## src/rtl/seq_divider_if.sv

```systemverilog
// Start/busy/done handshake and operand/result bus of the sequential divider.
// The sgn request line exists only when DIVIDER_SIGNED_EN is defined.
interface seq_divider_if #(
   parameter int unsigned WL = 8
);
   logic          start;
   logic [WL-1:0] dividend;
   logic [WL-1:0] divisor;
   logic [WL-1:0] quotient;
   logic [WL-1:0] remainder;
   logic          busy;
   logic          done;
   logic          dz;
`ifdef DIVIDER_SIGNED_EN
   logic          sgn;
`endif

   modport master (
`ifdef DIVIDER_SIGNED_EN
      output sgn,
`endif
      output start, dividend, divisor,
      input  quotient, remainder, busy, done, dz
   );

   modport slave (
`ifdef DIVIDER_SIGNED_EN
      input  sgn,
`endif
      input  start, dividend, divisor,
      output quotient, remainder, busy, done, dz
   );
endinterface

```

## src/rtl/seq_divider.sv

```systemverilog
// Multi-cycle restoring divider, one quotient bit per clock, with divide-by-zero flag.
// Optional two's complement operation when DIVIDER_SIGNED_EN is defined.
module seq_divider #(
   parameter int unsigned WL = 8
) (
   input  logic         CLK,
   input  logic         RST,
   seq_divider_if.slave bus
);
   localparam int unsigned CW = $clog2(WL);

   typedef enum logic [1:0] {IDLE = 2'd0, RUN = 2'd1, FIN = 2'd2, ZERO = 2'd3} state_t;

   state_t        state, state_nxt;
   logic [WL-1:0] p, p_nxt, a, a_nxt, dvs, dvs_nxt;
   logic [WL-1:0] q_r, q_nxt, r_r, r_nxt;
   logic [CW-1:0] cnt, cnt_nxt;
   logic          busy_r, busy_nxt, done_r, done_nxt, dz_r, dz_nxt;
   logic          negq, negq_nxt, negr, negr_nxt;
   logic          sgn_c;
   logic [WL-1:0] dvd_mag_c, dvs_mag_c;
   logic [WL:0]   p_sh_c, t_c;

`ifdef DIVIDER_SIGNED_EN
   assign sgn_c = bus.sgn;
`else
   assign sgn_c = 1'b0;
`endif

   // Signed operands are reduced to magnitudes so the core stays unsigned
   assign dvd_mag_c = (sgn_c && bus.dividend[WL-1]) ? WL'(-bus.dividend) : bus.dividend;
   assign dvs_mag_c = (sgn_c && bus.divisor[WL-1])  ? WL'(-bus.divisor)  : bus.divisor;

   // P < divisor keeps the trial difference within WL+1 signed bits
   assign p_sh_c = {p, a[WL-1]};
   assign t_c    = p_sh_c - {1'b0, dvs};

   always_ff @(posedge CLK or posedge RST) begin
      if (RST) begin
         state  <= IDLE;
         p      <= '0;
         a      <= '0;
         dvs    <= '0;
         cnt    <= '0;
         q_r    <= '0;
         r_r    <= '0;
         busy_r <= 1'b0;
         done_r <= 1'b0;
         dz_r   <= 1'b0;
         negq   <= 1'b0;
         negr   <= 1'b0;
      end else begin
         state  <= state_nxt;
         p      <= p_nxt;
         a      <= a_nxt;
         dvs    <= dvs_nxt;
         cnt    <= cnt_nxt;
         q_r    <= q_nxt;
         r_r    <= r_nxt;
         busy_r <= busy_nxt;
         done_r <= done_nxt;
         dz_r   <= dz_nxt;
         negq   <= negq_nxt;
         negr   <= negr_nxt;
      end
   end

   always_comb begin
      state_nxt = state;
      p_nxt     = p;
      a_nxt     = a;
      dvs_nxt   = dvs;
      cnt_nxt   = cnt;
      q_nxt     = q_r;
      r_nxt     = r_r;
      busy_nxt  = busy_r;
      done_nxt  = 1'b0;
      dz_nxt    = dz_r;
      negq_nxt  = negq;
      negr_nxt  = negr;

      case (state)
         IDLE: begin
            if (bus.start) begin
               busy_nxt = 1'b1;
               p_nxt    = '0;
               cnt_nxt  = CW'(WL - 1);
               negq_nxt = sgn_c & (bus.dividend[WL-1] ^ bus.divisor[WL-1]);
               negr_nxt = sgn_c & bus.dividend[WL-1];
               // Divide-by-zero keeps the raw dividend for the remainder output
               if (bus.divisor == '0) begin
                  a_nxt     = bus.dividend;
                  dvs_nxt   = '0;
                  state_nxt = ZERO;
               end else begin
                  a_nxt     = dvd_mag_c;
                  dvs_nxt   = dvs_mag_c;
                  state_nxt = RUN;
               end
            end
         end
         RUN: begin
            p_nxt   = t_c[WL] ? p_sh_c[WL-1:0] : t_c[WL-1:0];
            a_nxt   = {a[WL-2:0], ~t_c[WL]};
            cnt_nxt = cnt - CW'(1);
            if (cnt == '0) begin
               state_nxt = FIN;
            end
         end
         FIN: begin
            q_nxt     = negq ? WL'(-a) : a;
            r_nxt     = negr ? WL'(-p) : p;
            dz_nxt    = 1'b0;
            done_nxt  = 1'b1;
            busy_nxt  = 1'b0;
            state_nxt = IDLE;
         end
         ZERO: begin
            q_nxt     = '1;
            r_nxt     = a;
            dz_nxt    = 1'b1;
            done_nxt  = 1'b1;
            busy_nxt  = 1'b0;
            state_nxt = IDLE;
         end
         default: state_nxt = IDLE;
      endcase
   end

   assign bus.quotient  = q_r;
   assign bus.remainder = r_r;
   assign bus.busy      = busy_r;
   assign bus.done      = done_r;
   assign bus.dz        = dz_r;
endmodule

```

## src/flat_wrapper.sv

```systemverilog
// flat-port wrapper written by rule: the top's interface ports become plain ports
module seq_divider_flat 
#(
   parameter int unsigned WL = 8
)
  (CLK, RST, bus_start, bus_dividend, bus_divisor, bus_quotient, bus_remainder, bus_busy, bus_done, bus_dz);
  seq_divider_if #(.WL(WL)) bus_i ();
  input  logic CLK;
  input  logic RST;
  input wire logic [$bits(bus_i.start)-1:0] bus_start;
  input wire logic [$bits(bus_i.dividend)-1:0] bus_dividend;
  input wire logic [$bits(bus_i.divisor)-1:0] bus_divisor;
  output wire logic [$bits(bus_i.quotient)-1:0] bus_quotient;
  output wire logic [$bits(bus_i.remainder)-1:0] bus_remainder;
  output wire logic [$bits(bus_i.busy)-1:0] bus_busy;
  output wire logic [$bits(bus_i.done)-1:0] bus_done;
  output wire logic [$bits(bus_i.dz)-1:0] bus_dz;
  assign bus_i.start = bus_start;
  assign bus_i.dividend = bus_dividend;
  assign bus_i.divisor = bus_divisor;
  assign bus_quotient = bus_i.quotient;
  assign bus_remainder = bus_i.remainder;
  assign bus_busy = bus_i.busy;
  assign bus_done = bus_i.done;
  assign bus_dz = bus_i.dz;
  seq_divider #(.WL(WL)) u_core (.CLK(CLK), .RST(RST), .bus(bus_i));
endmodule
```

## config.mk

```make
export PLATFORM = sky130hd
export DESIGN_NAME = seq_divider_flat
export DESIGN_NICKNAME = d
export VERILOG_FILES = /design/src/rtl/seq_divider_if.sv /design/src/rtl/seq_divider.sv /design/src/flat_wrapper.sv
export SDC_FILE = /design/constraint.sdc
export NUM_CORES = 1
export LEC_CHECK = 0
export BUFFER_PORTS_ARGS = -buffer_cell sky130_fd_sc_hd__buf_2
export CAP_MARGIN = 20
export CELL_PAD_IN_SITES_DETAIL_PLACEMENT = 0
export CELL_PAD_IN_SITES_GLOBAL_PLACEMENT = 2
export CORE_MARGIN = 5
export CORE_UTILIZATION = 38
export DETAILED_ROUTE_END_ITERATION = 8
export GPL_TIMING_DRIVEN = 0
export HOLD_SLACK_MARGIN = 0.03
export PLACE_DENSITY = 0.91
export RECOVER_POWER = 50
export SKIP_CTS_REPAIR_TIMING = 1
export SYNTH_ARGS = -nofsm -noshare
export SYNTH_HDL_FRONTEND = slang
export SYNTH_SLANG_ARGS = --single-unit
export TNS_END_PERCENT = 100
```

## constraint.sdc

```tcl
create_clock -name CLK -period 3.87 [get_ports CLK]
set_clock_uncertainty 0.1 [all_clocks]
set_input_delay 0.774 -clock CLK [delete_from_list [all_inputs] [get_ports CLK]]
set_output_delay 0.774 -clock CLK [all_outputs]
set_load 0.05 [all_outputs]
```

==> metrics.md <==
| Metric | Value |
|---|---|
| First-pass iteration count of the detailed router | 7 |
| IO Port Bufs | 37 |
| Outcome | finished clean |
| Die height | 90.3 um |
| Post-Syn Area | 2450 um^2 |
| Type of origin of the critical path | register |
| Async set or reset register ratio after synthesis | 100% |
| Net count, final | 325 |
| Register area share after synthesis | 49.0% |
| Worst min path class | reg -> reg |
| Die X | 90.3 um |
| Worst hold margin | 0.403 ns |
| Vias in the first global route | 1984 |
| Slew of the pin with the lowest slew margin | 1.45 ns |
| Worst-path clk slew | 0.09 ns |
| Largest net degree at the start of global routing | 28 |
| Area occupied by multi-input gates | 1130 um^2 |
| Count of unique library cells instantiated by Yosys | between 40 and 50 |
| Core footprint | 6310 um^2 |
| First-pass GRT wire length | 9.71 mm |
| Yosys reg bits | 48 |
| Fmax | 0.384 GHz |
| CTS tree | done |
| Antenna diode count | 0 |
| Routed WL per cell | 14.9 um |
| Mapped Nets | 280 |
| TritonCTS Buffers | 5 |
| Min Tclk post-route | 2.60 ns |
| Fin Setup TNS | 0 ns |
| Core Util, Final | a little under half |
| WP data arrival | ~2.7 ns |
| # IOs | 38 |
| Vias per std cell | about 5.2 |
| Worst-Skew Late Latency | around 0.3 ns |
| Die ar. | 8160 um^2 |
| Worst Path Max Fanout | 10 |
| H-tree levels | 2 |
| Layout Area Growth over Synthesis | 16.3% |
| Fillcell total | ~640 |
| Clock buffer depth | 2 |
| Setup-failing EPs final | 0 |
| Final Hold Fails | 0 |
| Clk root buf | clkbuf_8 |
| RSZ-0062 raised after global routing | no |
| Share of cells above drive strength 1 | between 10% and 20% |
| Drt drc | 0 |
| Post-Place Cells | 365 |
| Initial DRC Count | 87 |
| Setup crit end kind | register |
| Syn. warnings | 0 |
| Avg Cell Area, Syn | 9.81 um^2 |
| EDFF count, synth | 0 |
| Kind of critical path | reg -> reg |
| Row count | 29 |
| Routed WL | between 5 and 6 mm |
| Worst Path Required | 3.96 ns |
| Max Slew Vio Count | 0 |
| Rel. slew slack | 3.47% |
| Ys flop type | dfrtp_1 |
| Fin crit share | 67.3% |
| DR vias | 1923 |
| Final HPWL DP | 4.22 mm |
| Fin cells | between 300 and 400 |
| # clock sinks | 48 |
| Initial Utilization | approximately 40% |
| Initial antenna violation count | 0 |
| Register area | 1200 um^2 |
| Max-Cap Viols | 0 |
| GR Util All Layers | 14.6% |
| Synth Instances | 250 |
| Total grt overflow | 0 |
| Final Wtd Congestion | 0.782 |
| Routed Antenna Nets | 0 |
-- flip-flops by register name (all words and copies together), names as in the netlist --
| name | count |
|---|---|
| u_core.p | 8 |
| u_core.bus.busy | 1 |
| u_core.dvs | 8 |
| u_core.bus.remainder | 8 |
| u_core.state | 2 |
| u_core.a | 8 |
| u_core.bus.quotient | 8 |
| u_core.bus.done | 1 |
| u_core.bus.dz | 1 |
| u_core.cnt | 3 |
-- synthesized netlist by cell type (all sizes together) (2+ instances only) --
| cell type | number | area, um^2 |
|---|---|---|
| dfrtp | 48 | 1200 |
| nand2 | 35 | 131 |
| nor2 | 22 | 85.1 |
| o21ai | 21 | 105 |
| inv | 15 | 56.3 |
| mux2i | 14 | 140 |
| a21oi | 13 | 65.1 |
| ha | 10 | 125 |
| clkbuf | 9 | 33.8 |
| o22a | 7 | 61.3 |
| a31oi | 5 | 31.3 |
| buf | 5 | 33.8 |
| nand2b | 5 | 31.3 |
| o211ai | 4 | 30.0 |
| and2b | 3 | 26.3 |
| nor2b | 3 | 18.8 |
| nor3 | 3 | 15.0 |
| nand3 | 2 | 10.0 |
| nor4 | 2 | 12.5 |
| o21a | 2 | 15.0 |
| xnor2 | 2 | 17.5 |
| xor2 | 2 | 17.5 |
-- metrics by stage --
stage	worst slack [ns]	instance area, um^2
final	1.27	2850
after global routing	0.824	2850
after CTS	1.27	2870
after detailed placement	1.28	2750
after global placement	1.17	2730
after floorplan	1.51	2450
-- cells in the final DEF (no fill, tap or decap), drive strengths merged, types with 7 or more instances in the layout --
| cell type | count |
|---|---|
| dfrtp | 48 |
| buf | 41 |
| nand2 | 35 |
| nor2 | 22 |
| o21ai | 21 |
| inv | 16 |
| clkbuf | 16 |
| mux2i | 14 |
| a21oi | 13 |
| ha | 10 |
| o22a | 7 |
-- layout make-up --
class,count,share of cell area (%)
Buffer,14,2.37
Clock buffer,5,2.41
Clock inverter,3,1.62
Inverter,15,1.97
Multi-Input combinational cell,173,39.5
Sequential cell,48,42.1
Tap cell,77,3.38
Timing Repair Buffer,38,6.62
-- worst max-delay path, cell delays in order (launching register included) --
cell and delay (ns):
dfrtp_1 0.38, inv_1 0.10, ha_1 0.22, fa_1 0.40, nor2b_1 0.18, o211ai_1 0.14, a211o_2 0.36, o311ai_2 0.11
buf_6 0.21, nor2_2 0.05, a221o_1 0.25
-- logic make-up after synthesis --
logic type	after synthesis	synth area share, %
multiplexers	15	6.17
adder cells (fa/ha/maj)	11	5.92
buffers and inverters	29	5.05
AO/OA/AOI/OAI	63	17.1
XOR/XNOR	4	1.43
flip-flops	48	49.0
AND/OR/NAND/NOR	80	15.4
-- path summary, 6_finish.rpt --
kind	from	endpoint	slack, ns	cells past startpoint
max	u_core.a[7]	u_core.p[3]	1.27	10
min	u_core.dvs[0]	u_core.dvs[0]	0.40	2
max reg2reg	u_core.a[7]	u_core.p[3]	1.27	10
min reg2reg	u_core.dvs[0]	u_core.dvs[0]	0.40	2
max in group asynchronous	RST	u_core.a[6]	1.37	3
min in group asynchronous	RST	u_core.bus.remainder[2]	0.50	2
-- per-layer routing --
layer / wire [um] / vias to the layer above / GRT usage, %
met3: 234 / 4 / 2.67
li1: - / 952 / -
met5: 0 / - / 0
met2: 2580 / 42 / 22.9
met4: 74 / 0 / 4.84
met1: 2680 / 925 / 20.2
Power is not shown: default switching activity piles up to over one toggle a cycle in this logic, so the estimate is an artifact.
